File: src/rtl/muldiv_unit.sv
`default_nettype none
// ============================================================================
// Module   : muldiv_unit
// Brief    : Sequential radix-2 multiply/divide unit with HI/LO result registers
// Revision : 1.0 - initial release
// ============================================================================
module muldiv_unit #(
  parameter int WIDTH     = 32,
  parameter bit SIGNED_EN = 1'b1
) (
  input  logic             clk,
  input  logic             rst_n,
  input  logic             i_start,
  input  logic [1:0]       i_op,
  input  logic [WIDTH-1:0] i_data_A,
  input  logic [WIDTH-1:0] i_data_B,
  input  logic             i_hi_we,
  input  logic             i_lo_we,
  output logic             o_busy,
  output logic             o_done,
  output logic             o_div_by_zero,
  output logic [WIDTH-1:0] o_hi,
  output logic [WIDTH-1:0] o_lo
);

  localparam int CNT_W = $clog2(WIDTH);

  typedef enum logic [1:0] {
    IDLE = 2'd0,
    CALC = 2'd1,
    FIX  = 2'd2,
    DONE = 2'd3
  } state_t;

  state_t r_state;
  state_t w_next;

  logic [CNT_W-1:0] r_cnt;
  logic             r_is_div;
  logic             r_neg_res;
  logic             r_neg_rem;
  logic             r_dz;
  logic [WIDTH-1:0] r_op_b;
  logic [WIDTH-1:0] r_rem;
  logic [WIDTH-1:0] r_q;
  logic [WIDTH-1:0] r_hi;
  logic [WIDTH-1:0] r_lo;
  logic             r_div_by_zero;

  logic               w_start;
  logic               w_signed;
  logic               w_a_neg;
  logic               w_b_neg;
  logic [WIDTH-1:0]   w_a_mag;
  logic [WIDTH-1:0]   w_b_mag;
  logic [WIDTH-1:0]   w_madd;
  logic [WIDTH:0]     w_msum;
  logic [WIDTH:0]     w_dshift;
  logic [WIDTH:0]     w_ddiff;
  logic [2*WIDTH-1:0] w_prod;
  logic [2*WIDTH-1:0] w_prod_fix;
  logic [WIDTH-1:0]   w_quot_fix;
  logic [WIDTH-1:0]   w_rem_fix;

  // ---------------------------------------------------------------------------
  // Control FSM
  // ---------------------------------------------------------------------------
  always_ff @(posedge clk or negedge rst_n) begin
    if (!rst_n) begin
      r_state <= IDLE;
    end else begin
      r_state <= w_next;
    end
  end

  always_comb begin
    w_next = r_state;
    o_busy = 1'b0;
    o_done = 1'b0;
    case (r_state)
      IDLE: if (i_start) w_next = CALC;
      CALC: begin
        o_busy = 1'b1;
        if (r_cnt == '0) w_next = FIX;
      end
      FIX: begin
        o_busy = 1'b1;
        w_next = DONE;
      end
      DONE: begin
        o_done = 1'b1;
        w_next = IDLE;
      end
      default: w_next = IDLE;
    endcase
  end

  // ---------------------------------------------------------------------------
  // Operand conditioning: signed ops run on magnitudes, signs re-applied in FIX
  // ---------------------------------------------------------------------------
  assign w_start  = (r_state == IDLE) && i_start;
  assign w_signed = SIGNED_EN && i_op[0];
  assign w_a_neg  = w_signed && i_data_A[WIDTH-1];
  assign w_b_neg  = w_signed && i_data_B[WIDTH-1];
  assign w_a_mag  = w_a_neg ? (WIDTH'(0) - i_data_A) : i_data_A;
  assign w_b_mag  = w_b_neg ? (WIDTH'(0) - i_data_B) : i_data_B;

  // Multiply: {r_rem, r_q} is the product shift register, r_q starts as multiplier
  assign w_madd = r_q[0] ? r_op_b : '0;
  assign w_msum = {1'b0, r_rem} + {1'b0, w_madd};

  // Restoring divide: r_rem is the partial remainder, r_q shifts dividend out / quotient in
  assign w_dshift = {r_rem, r_q[WIDTH-1]};
  assign w_ddiff  = w_dshift - {1'b0, r_op_b};

  assign w_prod     = {r_rem, r_q};
  assign w_prod_fix = r_neg_res ? ((2*WIDTH)'(0) - w_prod) : w_prod;
  assign w_quot_fix = r_neg_res ? (WIDTH'(0) - r_q) : r_q;
  assign w_rem_fix  = r_neg_rem ? (WIDTH'(0) - r_rem) : r_rem;

  // ---------------------------------------------------------------------------
  // Datapath and result registers
  // ---------------------------------------------------------------------------
  always_ff @(posedge clk or negedge rst_n) begin
    if (!rst_n) begin
      r_cnt         <= '0;
      r_is_div      <= 1'b0;
      r_neg_res     <= 1'b0;
      r_neg_rem     <= 1'b0;
      r_dz          <= 1'b0;
      r_op_b        <= '0;
      r_rem         <= '0;
      r_q           <= '0;
      r_hi          <= '0;
      r_lo          <= '0;
      r_div_by_zero <= 1'b0;
    end else begin
      case (r_state)
        IDLE: begin
          if (w_start) begin
            r_cnt         <= CNT_W'(WIDTH - 1);
            r_is_div      <= i_op[1];
            r_neg_res     <= w_a_neg ^ w_b_neg;
            r_neg_rem     <= w_a_neg;
            r_dz          <= i_op[1] && (i_data_B == '0);
            r_op_b        <= w_b_mag;
            r_rem         <= '0;
            r_q           <= w_a_mag;
            r_div_by_zero <= 1'b0;
          end else begin
            if (i_hi_we) r_hi <= i_data_A;
            if (i_lo_we) r_lo <= i_data_A;
          end
        end
        CALC: begin
          if (r_is_div) begin
            r_rem <= w_ddiff[WIDTH] ? w_dshift[WIDTH-1:0] : w_ddiff[WIDTH-1:0];
            r_q   <= {r_q[WIDTH-2:0], ~w_ddiff[WIDTH]};
          end else begin
            r_rem <= w_msum[WIDTH:1];
            r_q   <= {w_msum[0], r_q[WIDTH-1:1]};
          end
          if (r_cnt != '0) r_cnt <= r_cnt - CNT_W'(1);
        end
        FIX: begin
          // A zero divisor leaves |A| in the remainder, so the sign fix restores A exactly
          if (r_is_div) begin
            r_hi <= w_rem_fix;
            r_lo <= r_dz ? '1 : w_quot_fix;
          end else begin
            r_hi <= w_prod_fix[2*WIDTH-1:WIDTH];
            r_lo <= w_prod_fix[WIDTH-1:0];
          end
          r_div_by_zero <= r_is_div && r_dz;
        end
        default: ;
      endcase
    end
  end

  assign o_hi          = r_hi;
  assign o_lo          = r_lo;
  assign o_div_by_zero = r_div_by_zero;

endmodule
`default_nettype wire

File: config.mk
export PLATFORM = sky130hd
export DESIGN_NAME = muldiv_unit
export DESIGN_NICKNAME = d
export VERILOG_FILES = /design/src/rtl/muldiv_unit.sv
export SDC_FILE = /design/constraint.sdc
export NUM_CORES = 1
export LEC_CHECK = 0
export ABC_CLOCK_PERIOD_IN_PS = 7000
export BUFFER_PORTS_ARGS = -buffer_cell sky130_fd_sc_hd__clkbuf_2
export CAP_MARGIN = 20
export CORE_UTILIZATION = 55
export CTS_BUF_LIST = sky130_fd_sc_hd__clkbuf_4
export DETAILED_ROUTE_END_ITERATION = 7
export HOLD_SLACK_MARGIN = 0.02
export PLACE_DENSITY = 0.75
export SLEW_MARGIN = 20
export SYNTH_ARGS = -nofsm -noshare
export SYNTH_HDL_FRONTEND = slang
export SYNTH_SLANG_ARGS = --single-unit
File: constraint.sdc
create_clock -name clk -period 7 [get_ports clk]
set_clock_uncertainty 0.1 [all_clocks]
set_input_delay 0.7 -clock clk [delete_from_list [all_inputs] [get_ports clk]]
set_output_delay 0.7 -clock clk [all_outputs]
set_load 0.03 [all_outputs]
==> results.md, run 1 <==
Power and ir drop:
- The clock network is responsible for 7.5% of the overall power.
- In this run, the combinational gates consume 67.2% of the power.
- The ratio of total power to cell area is 517 nW/um^2.
- The internal cell power is 3.61 mW.
- The leakage power is 7.08 nW.
- The worst ir drop on vdd is 302 uV.
- The sequential share of power is 25.3%.
- The total net switching power is 4.39 mW.
- The switching portion of total power is 54.9%.

Synth:
- The number of different library cells in the post-synthesis netlist is 77.
- The synthesized flop and latch total is 172.
- Summed over its instances, the top area cell type makes up 30.1% of the synthesized netlist area.
- In the synthesized netlist the dominant register cell turns out to be sky130_fd_sc_hd__dfrtp_1.
- After synthesis, the cell types taking the most area are sky130_fd_sc_hd__dfrtp_1 30%, sky130_fd_sc_hd__o21ai_0 7.0%, sky130_fd_sc_hd__ha_1 6.5%, sky130_fd_sc_hd__nand2_1 5.5%, sky130_fd_sc_hd__xnor2_1 5.4%.
- After technology mapping, the gate count stands at 1786.
- The Yosys step of the flow raised 0 warnings.
- The portion of the post-synthesis area used by sequential elements is 30.1%.
- The post-synthesis async set-or-reset flop share is 100%.
- Yosys instantiated no cell more often than sky130_fd_sc_hd__nand2_1.
- The net count after synthesis is 1933.
- The count of flip-flops with a built-in enable after synthesis is 0.
- By count the netlist is led by 209 x sky130_fd_sc_hd__nand2_1, 199 x sky130_fd_sc_hd__o21ai_0, 172 x sky130_fd_sc_hd__dfrtp_1.
- The cell type with the largest total area after synthesis is sky130_fd_sc_hd__dfrtp_1.
- In this run the mean area of a mapped cell was 8.01 sq um.
- In this run the cell area of the synthesized design comes to 14300 sq um.

Critical path:
- STA classifies the critical path endpoint as a flip-flop.
- At the worst endpoint, the required time is 7350 ps.
- The largest driver fanout on the critical path is 23.
- Measured in cells, the most critical reg-to-reg path has a length of 13.
- The reg-to-reg setup timing slack is 2470 ps.
- The endpoint identified for the worst register-to-register timing path is r_rem[10].
- At the worst endpoint, the arrival time is 4870 ps.
- In this run the critical register-to-register path is launched from r_q[31].
- The setup path with the least slack is of type reg -> reg.
- STA classifies the critical path startpoint as a flip-flop.

Clock tree:
- The number of buffers inserted to repair setup after CTS is 0.
- The root buffer cell chosen for the clock tree is sky130_fd_sc_hd__clkbuf_4.
- The clock latency of the later-clocked register in the worst-skew pair is 610 ps.
- The clock passes through at most 2 buffers.
- The register clock-pin slew on the reported worst setup and hold paths is 180 ps.
- The clock net in this run drives a total of 172 sinks.
- The clock tree from TritonCTS is done.
- The number of buffers created by CTS is 17.
- CTS built an H-tree with a depth of 4.

Floorplanning:
- For this configuration, the core starts out at a cell density of 56.5%.
- The vertical extent of the die is 163 microns.
- The number of primary I/O pins is 138.
- In this run the core area contains 58 standard-cell rows.
- After floorplanning, the core was sized to cover 25300 sq um.
- The die area is 26700 sq um.
- The die is 163 microns wide.

Place:
- The port buffer count is 137.
- At the end of routability-driven placement, the weighted congestion stood at 0.989.
- Summed over all nets, the half-perimeter wirelength after detailed placement is 33200 microns.
- Summing all placed instances gives a cell area of 15200 sq um.
- Counting tap cells, the placed design contains a total of 2165 instances.

STA:
- At the pin with the least slew margin, the transition time is 1040 ps.
- The final cycle utilization of the critical path is 64.7%.
- In this run the tightest slew margin relative to its limit is 30.0%.
- The highest attainable clock frequency is 0.221 GHz.
- The number of setup violations in the final report is 0.
- In the final timing run, aggregate negative setup slack is 0 ps.
- Setup repair after global routing left no endpoint under its margin.
- The max-slew violation total from the final report is 0.
- The final-report hold violation count is 0.
- For the finished layout, the period the worst path requires is 4530 ps.

Outcome:
- The run finished with clean final reports.

Layout:
- The post-layout instance area is 15500 sq um.
- The final cell count without fillers is 2198.
- The layout overhead on the synthesized area is 8.05%.
- The ratio of cells with drive above 1 in the final layout is 11.6%.
- The net count of the finished layout is 2002.
- The filler cell count is 2303.

Routing:
- The number of detailed-routing iterations run before antenna repair is 7.
- The average routed wire per standard cell is 20.2 microns.
- The remaining number of nets flagged by the antenna check after routing is 0.
- The total wire length is 44500 microns.
- The number of design rule violations left after detail routing is 0.
- For this block, the via count after detailed routing is 13792.
- The detailed router finished its first iteration with 1435 violations.
- Using the TritonRoute via totals, the vias-per-cell ratio works out to 6.27.

GRT:
- The total track usage is 34.1%.
- The via count of the first global-routing pass was 12902.
- The number of antenna violations at the first check in global routing is 1.
- Entering global routing, the biggest net connects 99 pins.
- The overall overflow remaining after global route is 0.
- The wire length of the first global-routing pass is 70800 microns.

Hold path:
- The tightest min-delay check is of the in -> reg type.
- The endpoint of the worst hold-timing path is r_op_b[8].
- In this run the most critical hold path is launched from i_data_B[8].
- Along the worst hold path, the cell count comes to 3.

Job:
- Across the run, the number of max-cap violations was 0.
per-stage QoR:
stage / hold slack (ps) / util (%) / power [mW] / setup WS (ps)
after detailed placement: 366 / 59.9 / 7.32 / 2240
after global placement: 360 / 59.9 / 7.21 / 2370
after CTS: 241 / 61.0 / 7.92 / 2220
after floorplan: 304 / - / 5.92 / 3640
after global routing: 248 / 61.0 / 8.64 / 2260
final: 271 / 61.0 / 7.99 / 2470
registers in the layout, summed over array words and instances (netlist names), 2 cells and up:
| name | flops |
|---|---|
| o_lo | 32 |
| r_op_b | 32 |
| o_hi | 32 |
| r_cnt | 5 |
| r_state | 2 |
| r_rem | 32 |
| r_q | 32 |
final cells by class:
type | instances | area [sq um] | share of cell area (%)
Multi-Input combinational cell | 1437 | 9370 | 60.6
Sequential cell | 172 | 4310 | 27.9
Timing Repair Buffer | 153 | 815 | 5.27
Tap cell | 330 | 413 | 2.67
Inverter | 74 | 278 | 1.80
Clock inverter | 14 | 148 | 0.955
Clock buffer | 17 | 128 | 0.826
Antenna cell | 1 | 2.50 | 0.0162
cell families after synthesis:
| group | count (synthesis) | share of synthesized area (%) |
|---|---|---|
| AOI/OAI and AO/OA | 569 | 24.9 |
| and+or+nand+nor | 546 | 17.7 |
| xor gates and xnor gates | 173 | 10.6 |
| buffers and inverters | 177 | 4.81 |
| muxes | 73 | 5.14 |
| adders and majority gates | 76 | 6.75 |
| DFF | 172 | 30.1 |
power groups by stage:
stage | Sequential, mW | Combinational, mW | Clock (mW)
floorplan | 2.12 | 3.79 | 0
global placement | 2.01 | 5.21 | 0
detailed placement | 2.03 | 5.29 | 0
CTS | 2.00 | 5.31 | 0.604
global route | 2.08 | 5.92 | 0.644
finish | 2.03 | 5.37 | 0.598
worst max path at each step:
stage               startpoint        end  slack [ps]  cells after the start
floorplan               r_q[0]  r_rem[31]        3640                     14
detailed placement      r_q[0]   o_hi[14]        2240                     10
global placement        r_q[0]   o_hi[14]        2370                     10
finish                 r_q[31]  r_rem[10]        2470                     13
CTS                     r_q[0]   o_hi[22]        2220                     10
global route           r_q[31]  r_rem[10]        2260                     13
repair_timing:
action	4_1_cts	5_1_grt
hold endpoints to repair	53	0
hold buffers	1	0
gates resized for setup	0	0
cells in the final DEF, fill, tap and decap left out, drive strengths merged, types with 74 or more instances in the layout:
master	count
xor2	85
a21oi	129
nand2	209
clkbuf	153
dfrtp	172
nor2	143
inv	81
o21ai	209
ha	74
xnor2	88
worst max-delay path, cell delays in order (launching register included):
cell	delay, ps
sky130_fd_sc_hd__dfrtp_1	530
sky130_fd_sc_hd__inv_1	140
sky130_fd_sc_hd__ha_1	230
sky130_fd_sc_hd__fa_1	420
sky130_fd_sc_hd__nor2b_1	190
sky130_fd_sc_hd__o211ai_1	150
sky130_fd_sc_hd__a21oi_1	280
sky130_fd_sc_hd__o2111a_1	270
sky130_fd_sc_hd__o21a_1	200
sky130_fd_sc_hd__o41ai_2	100
sky130_fd_sc_hd__xnor2_2	810
sky130_fd_sc_hd__buf_4	500
sky130_fd_sc_hd__mux2i_1	280
sky130_fd_sc_hd__o221ai_1	150
per-layer routing:
| metal | vias up | track usage (%) | wire length [microns] |
|---|---|---|---|
| met5 | - | 0 | 0 |
| met4 | 0 | 15.2 | 1930 |
| met3 | 95 | 4.88 | 3320 |
| met2 | 618 | 54.6 | 20400 |
| met1 | 6557 | 45.7 | 18800 |
| li1 | 6522 | - | - |
No activity file was read; power rests on OpenSTA's default activity.
==> run 2: changes to the inputs <==
--- a/config.mk
+++ b/config.mk
@@ -5,14 +5,15 @@
 export SDC_FILE = /design/constraint.sdc
 export NUM_CORES = 1
 export LEC_CHECK = 0
-export ABC_CLOCK_PERIOD_IN_PS = 7000
+export ABC_AREA = 1
+export ABC_CLOCK_PERIOD_IN_PS = 4300
 export BUFFER_PORTS_ARGS = -buffer_cell sky130_fd_sc_hd__clkbuf_2
 export CAP_MARGIN = 20
 export CORE_UTILIZATION = 55
 export CTS_BUF_LIST = sky130_fd_sc_hd__clkbuf_4
 export DETAILED_ROUTE_END_ITERATION = 7
 export HOLD_SLACK_MARGIN = 0.02
-export PLACE_DENSITY = 0.75
+export PLACE_DENSITY = 0.74
 export SLEW_MARGIN = 20
 export SYNTH_ARGS = -nofsm -noshare
 export SYNTH_HDL_FRONTEND = slang
==> constraint.sdc (replaced) <==
create_clock -name clk -period 4.3 [get_ports clk]
set_clock_uncertainty 0.1 [all_clocks]
set_input_delay 0.43 -clock clk [delete_from_list [all_inputs] [get_ports clk]]
set_output_delay 0.43 -clock clk [all_outputs]
set_load 0.03 [all_outputs]
==> run 2 against run 1 <==
The flow now finishes with violations (design-rule violations). Critical path type unchanged. Critical endpoint is now r_rem[15]. Largest cell class unchanged. Count of clock-buffer cells in the layout is 1 higher. Sequential share of layout area shrank 5.5 points. First-iteration DRC count is 120% higher. Combinational power rose by 130%. Sequential power up 70%. Largest power group unchanged.
==> results.md, run 2 <==
Synth:
- The share of cell area taken by muxes after synthesis is 0% (-5.1 points).
- Counting instances in the post-synthesis netlist gives the leading cell types as 903 x sky130_fd_sc_hd__nand2_1, 430 x sky130_fd_sc_hd__inv_1, 425 x sky130_fd_sc_hd__nor2_1.
- In the synthesized netlist the dominant register cell turns out to be sky130_fd_sc_hd__dfrtp_1.
- The arithmetic-cell share of the synthesized area counting full adders, half adders and majority gates is 5.51% (-1.2 points).
- The number of different library cells in the post-synthesis netlist is 52 (-32%).
- The post-synthesis average cell area is 5.76 sq um (-28%).
- The xor/xnor share of the synthesized area is 2.40% (-8.2 points).
- The synthesized design spends more area on one cell type than any other, namely sky130_fd_sc_hd__dfrtp_1.
- The portion of the post-synthesis area used by sequential elements is 24.6% (-5.5 points).
- The synthesized cell area is 17500 sq um (+22%).
- The share of the synthesized area in the top cell type is 24.6% (-5.5 points).
- The largest family of logic cells by synthesized area is simple AND/OR/NAND/NOR gates.
- The total of warnings raised by yosys is 0 (unchanged).
- Sorting the synthesized cells by area gives the leading types as sky130_fd_sc_hd__dfrtp_1 25%, sky130_fd_sc_hd__nand2_1 19%, sky130_fd_sc_hd__inv_1 9.2%, sky130_fd_sc_hd__nor2_1 9.1%, sky130_fd_sc_hd__nand3_1 8.3%.
- The area fraction in and, or, nand and nor cells after synthesis is 41.5% (+24 points).
- The compound-gate portion of the synthesized area was 14.4% (-10 points).
- The count of flip-flops with a built-in enable after synthesis was 0 (unchanged).
- The cell count after synthesis is 3040 (+70%).
- The net count after synthesis is 3187 (+65%).
- In the post-synthesis netlist, the cell with the most instances is sky130_fd_sc_hd__nand2_1.
- The post-synthesis async set-or-reset flop share is 100% (unchanged).
- The synthesized flop and latch total is 172 (unchanged).

Place:
- The port buffer count came to 137 (unchanged).
- The post-place instance area was 18500 sq um (+22%).
- The minimum setup slack after placement is 1010 ps (-1230 ps).
- The placed instance count is 3511 (+62%).
- The HPWL after detailed placement is 57200 microns (+72%).
- The placer's final routability congestion estimate came to 1.11 (+13%).

STA:
- The final-report hold violation count came to 0 (unchanged).
- The max-slew violation total from the final report was 0 (unchanged).
- The final cycle utilization of the critical path is 78.1% (+13 points).
- The number of setup violations in the final report is 0 (unchanged).
- The relative slew slack is 29.2% (-0.80 points).
- The transition time at the pin with the least slew margin was 1060 ps (+16.0 ps).
- Setup repair after global routing left no endpoint under its margin.
- The shortest clock period the worst path allows after layout came to 3360 ps (-1170 ps).
- The setup total negative slack is 0 ps (unchanged).
- The highest attainable clock frequency is 0.298 GHz (+35%).
- The slack of the critical path is 943 ps (-1530 ps).
- The worst hold slack is 48.5 ps (-222 ps).

Outcome:
- The checks that failed: design-rule violations.
- The run finished, with violations left.

Clock tree:
- The clock tree from TritonCTS is done.
- CTS placed an instance of sky130_fd_sc_hd__clkbuf_4 at the clock tree root.
- The maximum count of clock buffers along a single path is 2 (unchanged).
- The number of buffers created by CTS is 17 (unchanged).
- The number of gates resized after CTS is 0 (unchanged).
- The CTS sink count came to 172 (unchanged).
- The H-tree depth reported by CTS was 4 (unchanged).
- The clock latency of the later-clocked register in the worst-skew pair came to 700 ps (+90 ps).
- The register clock-pin slew on the reported worst setup and hold paths is 170 ps (about the same).

Routing:
- The via-per-instance ratio is 6.06 (-3.3%).
- The number of design-rule violations left by the first detailed-router iteration is 3196 (+120%).
- The average routed wire per standard cell came to 20.4 microns (+0.88%).
- The remaining number of nets flagged by the antenna check after routing is 0 (unchanged).
- The number of detailed-routing iterations run before antenna repair is 8 (+1).
- The number of design rule violations left after detail routing is 3 (+3).
- The total wire length came to 73200 microns (+65%).
- The via count of the routed design is 21748 (+58%).

Critical path:
- The critical setup path kind is reg -> reg.
- STA classifies the critical path startpoint as a flip-flop.
- The slowest library cell on the worst path is sky130_fd_sc_hd__dfrtp_1.
- The kind of end point of the critical path is a flip-flop.
- The critical path's largest stage delay came to 780 ps (-30 ps).
- The data arrival time of the critical path is 3860 ps (-1010 ps).
- The count of buffering cells on the critical path with inverters included is 3 (+1).
- The library cell appearing most often on the critical path is sky130_fd_sc_hd__nand2_1.
- Walking the worst path, the cells encountered are nand2_1, inv_1, ha_1, inv_1, fa_1, o21ai_1, nand2_1, nand2_1, nand2_1, nand2_1, nand2_1, nand3_1, nand3_1, nand2_1, inv_1, nand2_1, nand2_1.
- The largest driver fanout on the critical path is 14 (-39%).
- The required time at the worst-slack endpoint is 4800 ps (-2550 ps).
- The cell family contributing the most delay on the critical path is simple AND/OR/NAND/NOR gates.

Job:
- The count of maximum capacitance violations is 0 (unchanged).

Floorplanning:
- The total number of placement rows is 64 (+10%).
- The number of primary I/O pins is 138 (unchanged).
- The vertical extent of the die is 180 microns (+11%).
- The effective utilization at floorplan came to 56.5% (about the same).
- The area of the core is 31000 sq um (+22%).
- The die area was 32600 sq um (+22%).
- The width of the die is 180 microns (+11%).

Layout:
- The final cell utilization of the core is 62.2% (+1.2 points).
- The final cell count without fillers is 3586 (+63%).
- The post-layout instance area was 19300 sq um (+25%).
- The ratio of cells with drive above 1 in the final layout is 7.84% (-3.8 points).
- The number of nets in the finished design is 3322 (+66%).
- The leading cell type in the layout, fill and taps excluded is sky130_fd_sc_hd__nand2_1.
- Compared with the post-synthesis result, the final layout area differs by 10.1%.
- Leaving out fill and tap cells, the most frequent cells in the layout are 903 x sky130_fd_sc_hd__nand2_1, 429 x sky130_fd_sc_hd__inv_1, 425 x sky130_fd_sc_hd__nor2_1.

Power and ir drop:
- The worst ir drop on vdd is 581 uV (+93%).
- The ratio of total power to cell area is 878 nW/um^2 (+70%).
- The overall power after layout is 16.9 mW (+110%).
- The leakage power came to 10.4 nW (+47%).

GRT:
- The number of antenna violations at the first check in global routing is 2 (+1).
- The via count of the first global-routing pass is 19597 (+52%).
- The largest net degree at the start of global routing came to 94 (-5.1%).
- The overall overflow remaining after global route is 0 (unchanged).
- The total track usage is 44.6% (+10 points).
- The wire length of the first global-routing pass is 112000 microns (+58%).

Hold path:
- The worst min-delay path class is in -> reg.
run 2: timing repair:
item                                   in CTS  in global routing
endpoints found under the hold margin     134                  0
buffers inserted                            0                  0
hold buffers                               41                  0
run 2: worst reg2reg max path, cell delays in order (launching register included):
cell	delay, ps
sky130_fd_sc_hd__dfrtp_1	780
sky130_fd_sc_hd__nand2_1	100
sky130_fd_sc_hd__inv_1	80
sky130_fd_sc_hd__ha_1	180
sky130_fd_sc_hd__inv_1	80
sky130_fd_sc_hd__fa_1	430
sky130_fd_sc_hd__o21ai_1	390
sky130_fd_sc_hd__nand2_1	160
sky130_fd_sc_hd__nand2_1	180
sky130_fd_sc_hd__nand2_1	70
sky130_fd_sc_hd__nand2_1	220
sky130_fd_sc_hd__nand2_1	110
sky130_fd_sc_hd__nand3_1	90
sky130_fd_sc_hd__nand3_1	90
sky130_fd_sc_hd__nand2_1	70
sky130_fd_sc_hd__inv_1	40
sky130_fd_sc_hd__nand2_1	50
sky130_fd_sc_hd__nand2_1	40
run 2: area by class of cell:
class	instances	area [sq um]
antenna	2	5.00
clock buffer	18	135
clock inverter	14	184
fill	3028	11700
inverter	437	1640
multi-input combinational	2340	11200
sequential	172	4310
tap	396	495
timing repair buffer	207	1330
run 2: final timing paths:
check                                    from  depth (start not counted)  slack (ps)             to
worst max-delay path                   r_q[0]                         17         940      r_rem[15]
worst min-delay path             i_data_B[11]                          3          50     r_op_b[11]
worst max register to register         r_q[0]                         17         940      r_rem[15]
worst min register to register  o_div_by_zero                          2         430  o_div_by_zero
max in group asynchronous               rst_n                          3        2730       o_hi[26]
min in group asynchronous               rst_n                          2         300       r_cnt[0]
run 2: report_power, final:
group / leakage [nW] / switching (mW) / total [mW] / internal (mW)
Clock: 0.169 / 0.715 / 1.14 / 0.423
Combinational: 8.20 / 8.73 / 12.3 / 3.60
Sequential: 2.02 / 1.08 / 3.46 / 2.38
run 2: logic make-up after synthesis:
group                    after synthesis
flip-flops                           172
XOR/XNOR                              48
AO/OA/AOI/OAI                        469
AND/OR/NAND/NOR                     1747
adder cells (fa/ha/maj)               76
buffers and inverters                528
run 2: metal layers:
metal | vias to the layer above | track usage (%) | wire length [microns]
li1 | 10022 | - | -
met1 | 9904 | 62.0 | 30500
met2 | 1565 | 65.1 | 30000
met3 | 257 | 12.4 | 9630
met4 | 0 | 17.7 | 3090
met5 | - | 0 | 0
